File: src/rtl/ffo_share_ctrl.sv
// Round-robin front end that shares one sequential find-first-one engine among
// several requesters, sequences its start/ready handshake and guards it with a watchdog.
module ffo_share_ctrl #(
    parameter int NREQ    = 4,
    parameter int N       = 32,
    parameter int TIMEOUT = 64,
    localparam int PW     = $clog2(N)
) (
    input  logic              clock,
    input  logic              reset,
    input  logic [NREQ-1:0]   req,
    input  logic [NREQ*N-1:0] req_b,
    output logic [NREQ-1:0]   ack,
    output logic              res_v,
    output logic [PW-1:0]     res_p,
    output logic              res_err,
    output logic              busy,
    output logic              eng_start,
    output logic [N-1:0]      eng_b,
    input  logic              eng_v,
    input  logic [PW-1:0]     eng_p,
    input  logic              eng_ready
);

    localparam int GW = $clog2(NREQ);
    localparam int WW = $clog2(TIMEOUT);

    // The comparison is against the pre-increment value, so the count reaches
    // TIMEOUT-1 on the very edge that leaves for DONE.
    localparam logic [WW-1:0]   WD_EXPIRE = WW'(TIMEOUT - 2);
    localparam logic [WW-1:0]   WD_STEP   = {{(WW-1){1'b0}}, 1'b1};
    localparam logic [GW-1:0]   LAST_RST  = GW'(NREQ - 1);
    localparam logic [NREQ-1:0] ONE_HOT0  = {{(NREQ-1){1'b0}}, 1'b1};

    typedef enum logic [2:0] {
        IDLE      = 3'd0,
        LAUNCH    = 3'd1,
        WAIT_LOW  = 3'd2,
        WAIT_HIGH = 3'd3,
        DONE      = 3'd4
    } state_t;

    // Returns {found, index}; the smallest offset after last wins, so the
    // requester just served drops to lowest priority.
    function automatic logic [GW:0] rr_pick(input logic [NREQ-1:0] r,
                                            input logic [GW-1:0]   last);
        logic [GW:0]   pick;
        logic [GW-1:0] k;
        pick = {(GW+1){1'b0}};
        for (int i = NREQ; i >= 1; i--) begin
            k    = GW'((int'(last) + i) % NREQ);
            pick = r[k] ? {1'b1, k} : pick;
        end
        return pick;
    endfunction

    state_t          state_r;
    state_t          state_s;
    logic [GW-1:0]   last_r;
    logic [GW-1:0]   last_s;
    logic [GW-1:0]   grant_r;
    logic [GW-1:0]   grant_s;
    logic [WW-1:0]   wd_cnt_r;
    logic [WW-1:0]   wd_cnt_s;
    logic [GW:0]     pick_s;
    logic            expired_s;
    logic [N-1:0]    eng_b_s;
    logic            start_s;
    logic [NREQ-1:0] ack_s;
    logic            res_v_s;
    logic [PW-1:0]   res_p_s;
    logic            res_err_s;

    assign pick_s    = rr_pick(req, last_r);
    assign expired_s = (wd_cnt_r == WD_EXPIRE);

    // Next-state and next-output decode; every output is registered from these.
    always_comb begin
        state_s   = state_r;
        last_s    = last_r;
        grant_s   = grant_r;
        wd_cnt_s  = wd_cnt_r;
        eng_b_s   = eng_b;
        start_s   = 1'b0;
        ack_s     = {NREQ{1'b0}};
        res_v_s   = 1'b0;
        res_p_s   = {PW{1'b0}};
        res_err_s = 1'b0;
        case (state_r)
            IDLE: begin
                if (pick_s[GW]) begin
                    state_s = LAUNCH;
                    grant_s = pick_s[GW-1:0];
                    eng_b_s = req_b[int'(pick_s[GW-1:0]) * N +: N];
                    start_s = 1'b1;
                end else begin
                    state_s = IDLE;
                end
            end
            LAUNCH: begin
                wd_cnt_s = {WW{1'b0}};
                state_s  = WAIT_LOW;
            end
            WAIT_LOW: begin
                wd_cnt_s = wd_cnt_r + WD_STEP;
                if (!eng_ready) begin
                    state_s = WAIT_HIGH;
                end else if (expired_s) begin
                    state_s   = DONE;
                    ack_s     = ONE_HOT0 << grant_r;
                    res_err_s = 1'b1;
                end else begin
                    state_s = WAIT_LOW;
                end
            end
            WAIT_HIGH: begin
                wd_cnt_s = wd_cnt_r + WD_STEP;
                // A completion on the expiry edge still counts as a normal result.
                if (eng_ready) begin
                    state_s = DONE;
                    ack_s   = ONE_HOT0 << grant_r;
                    res_v_s = eng_v;
                    res_p_s = eng_v ? eng_p : {PW{1'b0}};
                end else if (expired_s) begin
                    state_s   = DONE;
                    ack_s     = ONE_HOT0 << grant_r;
                    res_err_s = 1'b1;
                end else begin
                    state_s = WAIT_HIGH;
                end
            end
            DONE: begin
                last_s  = grant_r;
                state_s = IDLE;
            end
            default: begin
                state_s = IDLE;
            end
        endcase
    end

    // State, arbitration pointer, watchdog and registered outputs.
    always_ff @(posedge clock) begin
        if (reset) begin
            state_r   <= IDLE;
            last_r    <= LAST_RST;
            grant_r   <= {GW{1'b0}};
            wd_cnt_r  <= {WW{1'b0}};
            eng_b     <= {N{1'b0}};
            eng_start <= 1'b0;
            ack       <= {NREQ{1'b0}};
            res_v     <= 1'b0;
            res_p     <= {PW{1'b0}};
            res_err   <= 1'b0;
            busy      <= 1'b0;
        end else begin
            state_r   <= state_s;
            last_r    <= last_s;
            grant_r   <= grant_s;
            wd_cnt_r  <= wd_cnt_s;
            eng_b     <= eng_b_s;
            eng_start <= start_s;
            ack       <= ack_s;
            res_v     <= res_v_s;
            res_p     <= res_p_s;
            res_err   <= res_err_s;
            busy      <= (state_s != IDLE);
        end
    end

endmodule

File: config.mk
export PLATFORM = sky130hd
export DESIGN_NAME = ffo_share_ctrl
export DESIGN_NICKNAME = d
export VERILOG_FILES = /design/src/rtl/ffo_share_ctrl.sv
export SDC_FILE = /design/constraint.sdc
export NUM_CORES = 1
export LEC_CHECK = 0
export ABC_AREA = 1
export BUFFER_PORTS_ARGS = -buffer_cell sky130_fd_sc_hd__buf_2
export CAP_MARGIN = 20
export CORE_MARGIN = 10
export CORE_UTILIZATION = 29
export CTS_CLUSTER_DIAMETER = 60
export DETAILED_ROUTE_END_ITERATION = 8
export GPL_TIMING_DRIVEN = 1
export PLACE_DENSITY = 0.59
export REMOVE_ABC_BUFFERS = 1
export SETUP_SLACK_MARGIN = 0.05
export SYNTH_ARGS = -nofsm -noshare
export SYNTH_HDL_FRONTEND = slang
export SYNTH_SLANG_ARGS = --single-unit
export TNS_END_PERCENT = 100
File: constraint.sdc
create_clock -name clock -period 1.75 [get_ports clock]
set_input_delay 0 -clock clock [delete_from_list [all_inputs] [get_ports clock]]
set_output_delay 0 -clock clock [all_outputs]
set_load 0.01 [all_outputs]
==> impl_results.md, run 1 <==
- Boundary Pins: about 190
- Worst Tran Pin Value: approximately 0.27 ns
- Result of the run: finished, violations left
- Min cycle time layout: 1.77 ns
- Register area share after synthesis: about a third
- Worst clock skew: 0.00442 ns
- Crit-path cells: inv_8, nand2_4, nand2_4, nand2_2, nand2_4, nor2_4, nand3_2, nand2_2, buf_6, nor2_4, buf_12, clkbuf_16, nand3_1, nand2_1, nor2_1
- First-pass GRT wire length: 20800 um
- Dpl cell area: 4620 um^2
- Worst r2r src: last_r[0]$_SDFFE_PP1N_
- Setup total negative slack: -0.165 ns
- Share of cells above drive strength 1: a little over a third
- Die area: approximately 17000 um^2
- Via density per instance: roughly 4.7
- Library cell contributing the largest single delay on the critical path: dfxtp_4
- Failing checks: hold timing, setup timing
- Clk sink count: 58
- Finished Core Util: 51.1%
- WHS Path Cells: 5
- Clock root cell: clkbuf_16
- CP peak stage delay: a little under 0.4 ns
- Register clock-pin slew on the reported worst setup and hold paths: roughly 0.050 ns
- Routed vias: between 4000 and 5000
- FILL cells: approximately 1100
- Nets: 959
- Synth top cells by count: nand2_1, nand3_1, nor2_1, dfxtp_1, inv_1
- Worst Path Arrival: around 2.0 ns
- Pin count of the biggest net entering global routing: 40
- Worst Path Buf+Inv: 4
- Number of synthesized flops with an enable pin: 0
- Final worst slack: -0.0202 ns
- Initial Util: between 20% and 30%
- Area Overhead vs Synth: 70.7%
- R2R cell count: 15
- Max cap viols: 0
- Area of the multi-input gates: between 2000 and 2500 um^2
- Setup WS pre-CTS: -0.114 ns
- TritonCTS Buffers: 9
- Top cell type's share of synthesized area: between 30% and 40%
- Worst skew pair latency: approximately 0.32 ns
- Bufs on Longest Clock Path: 2
- Die span in x: between 100 and 150 um
- FMAX: about 560 MHz
- Post-route cell area: approximately 6000 um^2
- Synth async-reset ratio: 0%
- Final setup viols: 16
- Fin crit share: 101%
- Critical path launch point type: register
- Port Buf Inserts: 185
- Synth Cell Area: around 3400 um^2
- Most frequent cell after synthesis: nand2_1
- Crit-path leading delay family: simple AND/OR/NAND/NOR gates
- Wire length per cell: roughly 15 um
- Total power: 5.68 mW
- Placed insts: between 800 and 900
- Total grt overflow: 0
- Final Max Tran Viols: 0
- Yosys top cell by area: dfxtp_1
- Total Routing Usage GR: 15.2%
- Synth area leaders: dfxtp_1, nand2_1, nand3_1
- Hold path start: req_b[48]
- GP Congestion: just over 0.9
- Beginning of the critical path: last_r[0]$_SDFFE_PP1N_
- Worst R2R Setup Slack: -0.02 ns
- Routed WL: 14100 um
- Post-synthesis cell count: between 500 and 600
- Vias in the first global route: approximately 4500
- Worst vdd ir: ~460 uV
- Slew margin rel.: slightly above 80%
- Min-Delay Path Class: input pin to register
- Final hold vios: 1
- Synth Warn #: 0
- CP endpoint kind: register
- Hold WS: -0.00605 ns
- DP Wirelength: 9640 um
- Cell mode on critical path: nand2_4
- Fin cells: 968
- Critical Path Stages: 15
- DR pass1 iterations: 4
- Mapped Avg Cell Area: between 6 and 7 um^2
- CTS tree: done
- Netlist cell types: 31
- Synthesized flop and latch total: 58
- Most used flip-flop cell after synthesis: dfxtp_1
- CP Class: register to register
- Leakage: between 3 and 4 nW
- Worst endpoint required time: 1.97 ns
- RSZ-0062 raised after global routing: true
- Register area: 1170 um^2
- Total core area: 11500 um^2
- Drc violations: 0
- Height of the die: between 100 and 150 um
- Initial antenna violation count: 1
- Crit path max fanout: 8
- Iter 0 DRT Violations: roughly 220
- Row cnt: 39
- Pwr/cell area: between 900 and 1000 nW/um^2
- ANT nets after route: 0
- H-tree lvl count: 3
==> where the power goes <==
part,internal (mW),switching (mW),total (mW)
sequential,1.57,0.146,1.72
clock,1.27,0.612,1.88
combinational,0.969,1.11,2.08
==> metal layers <==
| layer | routed length [um] | track usage, % | vias up |
|---|---|---|---|
| met3 | 1030 | 5.59 | 29 |
| met1 | 5590 | 16.4 | 2063 |
| met2 | 7200 | 26.4 | 167 |
| met5 | 0 | 0 | - |
| li1 | - | - | 2299 |
| met4 | 329 | 6.09 | 0 |
==> layout by cell type (no fill, tap or decap), types with 10 or more instances in the layout <==
cell type / n
a21oi_1: 21
nand3_1: 68
nand3_2: 16
buf_2: 185
dfxtp_1: 56
buf_4: 17
nand2_4: 10
o21ai_0: 18
clkbuf_16: 16
nand2_2: 14
nand2_1: 217
dlygate4sd3_1: 45
nor2_1: 57
inv_1: 29
==> final cells by class <==
| type | instances | area share, % |
|---|---|---|
| multi-input cells | 443 | 36.5 |
| flip-flops and latches | 58 | 19.9 |
| repair buffers | 268 | 32.4 |
| well taps | 143 | 3.04 |
| diodes | 4 | 0.170 |
| inverters | 36 | 2.64 |
| clock buffers | 10 | 4.06 |
| clock inverters | 6 | 1.36 |
==> sequential cells by signal, indices dropped and copies added, names as in the netlist <==
signal     cells
eng_b         32
res_v          1
ack            4
res_err        1
last_r         2
wd_cnt_r       6
busy           1
res_p          5
grant_r        2
state_r        3
eng_start      1
==> worst reg2reg max path, cell delays in order, from the launching register on <==
cell and delay (ns):
dfxtp_4 0.39, inv_8 0.10, nand2_4 0.06, nand2_4 0.09
nand2_2 0.08, nand2_4 0.11, nor2_4 0.04, nand3_2 0.07
nand2_2 0.06, buf_6 0.12, nor2_4 0.10, buf_12 0.14
clkbuf_16 0.15, nand3_1 0.07, nand2_1 0.05, nor2_1 0.03
==> kinds of logic (layout without fill, tap and decap cells) <==
kind of cell / after synthesis / in the layout / share of synthesized area (%)
other cells: 0 / 4 / 0
buf+inv: 67 / 320 / 10.3
simple gates: 395 / 395 / 48.2
fa+ha+maj: 2 / 2 / 0.726
compound gates: 46 / 46 / 7.04
flops: 58 / 58 / 33.7
==> repair_timing <==
item,in CTS,in global routing
pin swaps,0,20
resized for setup,5,63
setup endpoints to repair,36,38
hold buffers,45,0
setup buffers,1,3
gates cloned,0,8
hold endpoints to repair,27,0
==> final timing paths <==
kind | endpoint
max | eng_b[28]$_SDFFE_PP0P_
min | eng_b[16]$_SDFFE_PP0P_
min reg2reg | wd_cnt_r[5]$_SDFFE_PP0P_
max reg2reg | eng_b[28]$_SDFFE_PP0P_
No activity file was read; power rests on OpenSTA's default activity.
==> run 2: changes to the inputs <==
Settings changed: CORE_UTILIZATION 29 to 40, PLACE_DENSITY 0.59 to 0.76.
==> impl_results.md, run 2 (same netlist as run 1, synthesis figures left out) <==
- Result of the run: finished, violations left
- Failing checks: setup timing
- Psw: 1.85 mW (-1.1%)
- Leakage: 3.16 nW (+0.18%)
- CP endpoint: eng_b[16]$_SDFFE_PP0P_
- Total grt overflow: 0 (unchanged)
- Die span in x: 113 um (-13%)
- Worst R2R Setup Slack: -0.09 ns (-0.07 ns)
- Critical path launch point type: register
- Via density per instance: 5.13 (+8.9%)
- P_int: 3.36 mW (-12%)
- ANT nets after route: 0 (unchanged)
- Pin count of the biggest net entering global routing: 45 (+13%)
- Bufs on Longest Clock Path: 2 (unchanged)
- Routed WL: 15100 um (+6.7%)
- Reg power frac: 32.9% (+2.7 points)
- Worst clock skew: 0.00642 ns (+0.00200 ns)
- Min cycle time layout: 1.84 ns (+0.0664 ns)
- Max FFs per register: 32 (unchanged)
- Clk network pwr share: 26.7% (-6.5 points)
- Worst r2r src: last_r[0]$_SDFFE_PP1N_
- Port Buf Inserts: 185 (unchanged)
- Clk sink count: 58 (unchanged)
- Height of the die: 113 um (-13%)
- GP Congestion: 0.884 (-4.4%)
- Total core area: 8300 um^2 (-28%)
- Iter 0 DRT Violations: 361 (+67%)
- R2R cell count: 13 (-2)
- Final worst slack: -0.0866 ns (-0.0664 ns)
- Total Routing Usage GR: 20.6% (+5.5 points)
- Row cnt: 33 (-15%)
- Nets: 979 (+2.1%)
- Boundary Pins: 186 (unchanged)
- Total power: 5.21 mW (-8.3%)
- Most common cell after layout, fill and taps aside: nand2_1
- FILL cells: 620 (-44%)
- Clock root cell: clkbuf_8
- Final hold vios: 0 (-1)
- Share of cells above drive strength 1: 34.0% (-2.3 points)
- Area Overhead vs Synth: 69.7%
- Register area: 1170 um^2 (-0.21%)
- Hold WS: 0.00374 ns (+0.00979 ns)
- Slew margin rel.: 83.2% (+1.6 points)
- Worst vdd ir: 399 uV (-13%)
- Commonest cells after routing, fill and taps aside: nand2_1, buf_2, nand3_1
- Worst Tran Pin Value: 0.251 ns (-0.0240 ns)
- Pwr/cell area: 891 nW/um^2 (-7.8%)
- WHS Path Cells: 5 (unchanged)
- Worst Path Arrival: 2.08 ns (+0.09 ns)
- DR pass1 iterations: 6 (+2)
- Vias in the first global route: 4695 (+4.0%)
- FF-to-FF End: eng_b[16]$_SDFFE_PP0P_
- Switching part of the total: 35.5% (+2.6 points)
- Beginning of the critical path: last_r[0]$_SDFFE_PP1N_
- CP Class: register to register
- Area of the multi-input gates: 2080 um^2 (-3.2%)
- CP endpoint kind: register
- Initial Util: 41.5% (+12 points)
- TritonCTS Buffers: 9 (unchanged)
- Final Max Tran Viols: 0 (unchanged)
- Worst endpoint required time: 1.99 ns (+0.02 ns)
- Max cap viols: 0 (unchanged)
- Fin crit share: 105% (+3.8 points)
- Initial antenna violation count: 7 (+6)
- Wire length per cell: 15.8 um (+8.4%)
- H-tree lvl count: 3 (unchanged)
- Worst skew pair latency: 0.34 ns (+0.02 ns)
- Largest Register: eng_b
- Regs by FF count: eng_b (32), wd_cnt_r (6), res_p (5)
- CTS tree: done
- Die area: 12700 um^2 (-24%)
- Hold path start: req_b[113]
- FMAX: 544 MHz (-3.6%)
- First-pass GRT wire length: 22100 um (+6.0%)
- Drc violations: 0 (unchanged)
- Min-Delay Path Class: input pin to register
- Final setup viols: 25 (+9)
- Comb power frac: 40.4% (+3.8 points)
- Register clock-pin slew on the reported worst setup and hold paths: 0.07 ns (+0.02 ns)
- Routed vias: 4885 (+7.2%)
- Crit path max fanout: 8 (unchanged)
- DP Wirelength: 9220 um (-4.4%)
- RSZ-0062 raised after global routing: true
## run 2: power by group through the flow
stage	Combinational [mW]	Sequential (mW)	Clock [mW]
after floorplan	0.803	1.83	0
after global placement	1.69	1.73	0
after detailed placement	1.73	1.73	0
after CTS	1.86	1.71	1.42
after global routing	2.31	1.74	1.48
final	2.11	1.71	1.39
## run 2: stage by stage
step / TNS [ns] / worst slack, ns / area (um^2) / utilization [%] / cells
global placement: -0.695 / -0.0486 / 4540 / 54.7 / 849
CTS: 0 / 0.0255 / 5470 / 66.0 / 935
global route: -4.80 / -0.226 / 5850 / 70.5 / 953
floorplan: -12.39 / -0.493 / 3230 / - / 537
detailed placement: -4.78 / -0.208 / 4540 / 54.7 / 849
finish: -1.04 / -0.0866 / 5850 / 70.5 / 953
## run 2: layer usage
metal | vias up | routed length [um] | GRT usage [%]
li1 | 2343 | - | -
met1 | 2154 | 5450 | 21.0
met2 | 308 | 7200 | 34.8
met3 | 80 | 1550 | 8.24
met4 | 0 | 884 | 12.6
met5 | - | 0 | 0
## run 2: cell type report
| class | count | area share (%) |
|---|---|---|
| clock buffers | 11 | 2.42 |
| diodes | 7 | 0.299 |
| flip-flops and latches | 58 | 19.9 |
| well taps | 105 | 2.25 |
| clock inverters | 5 | 1.33 |
| multi-input cells | 443 | 35.5 |
| inverters | 36 | 2.65 |
| repair buffers | 288 | 35.6 |
## run 2: worst min path at each step
stage / end / slack [ns]
floorplan: busy$_SDFF_PP0_ / 0.07
finish: eng_b[17]$_SDFFE_PP0P_ / 0.004
detailed placement: res_p[2]$_SDFF_PP0_ / 0.22
global route: eng_b[8]$_SDFFE_PP0P_ / 0.004
CTS: eng_b[9]$_SDFFE_PP0P_ / 0.0006
global placement: res_p[0]$_SDFF_PP0_ / 0.22
## run 2: worst max-delay path: stages (launching register included)
cell and delay [ns]:
dfxtp_4 0.44, nand2_2 0.08, o21ai_2 0.10, nand2_2 0.09, nand2_4 0.09, nor2_4 0.04
nand3_2 0.07, nand2_2 0.07, buf_6 0.12, nor2_4 0.21, clkbuf_16 0.22, nand3_2 0.08
nand2_1 0.07, nor2_1 0.04
## run 2: timing repair
action,4_1_cts,5_1_grt
gates resized for setup,10,50
buffers inserted,2,3
hold buffers,68,0
endpoints found under the setup margin,36,37
endpoints found under the hold margin,32,0
pin swaps,1,10
gates cloned,0,8
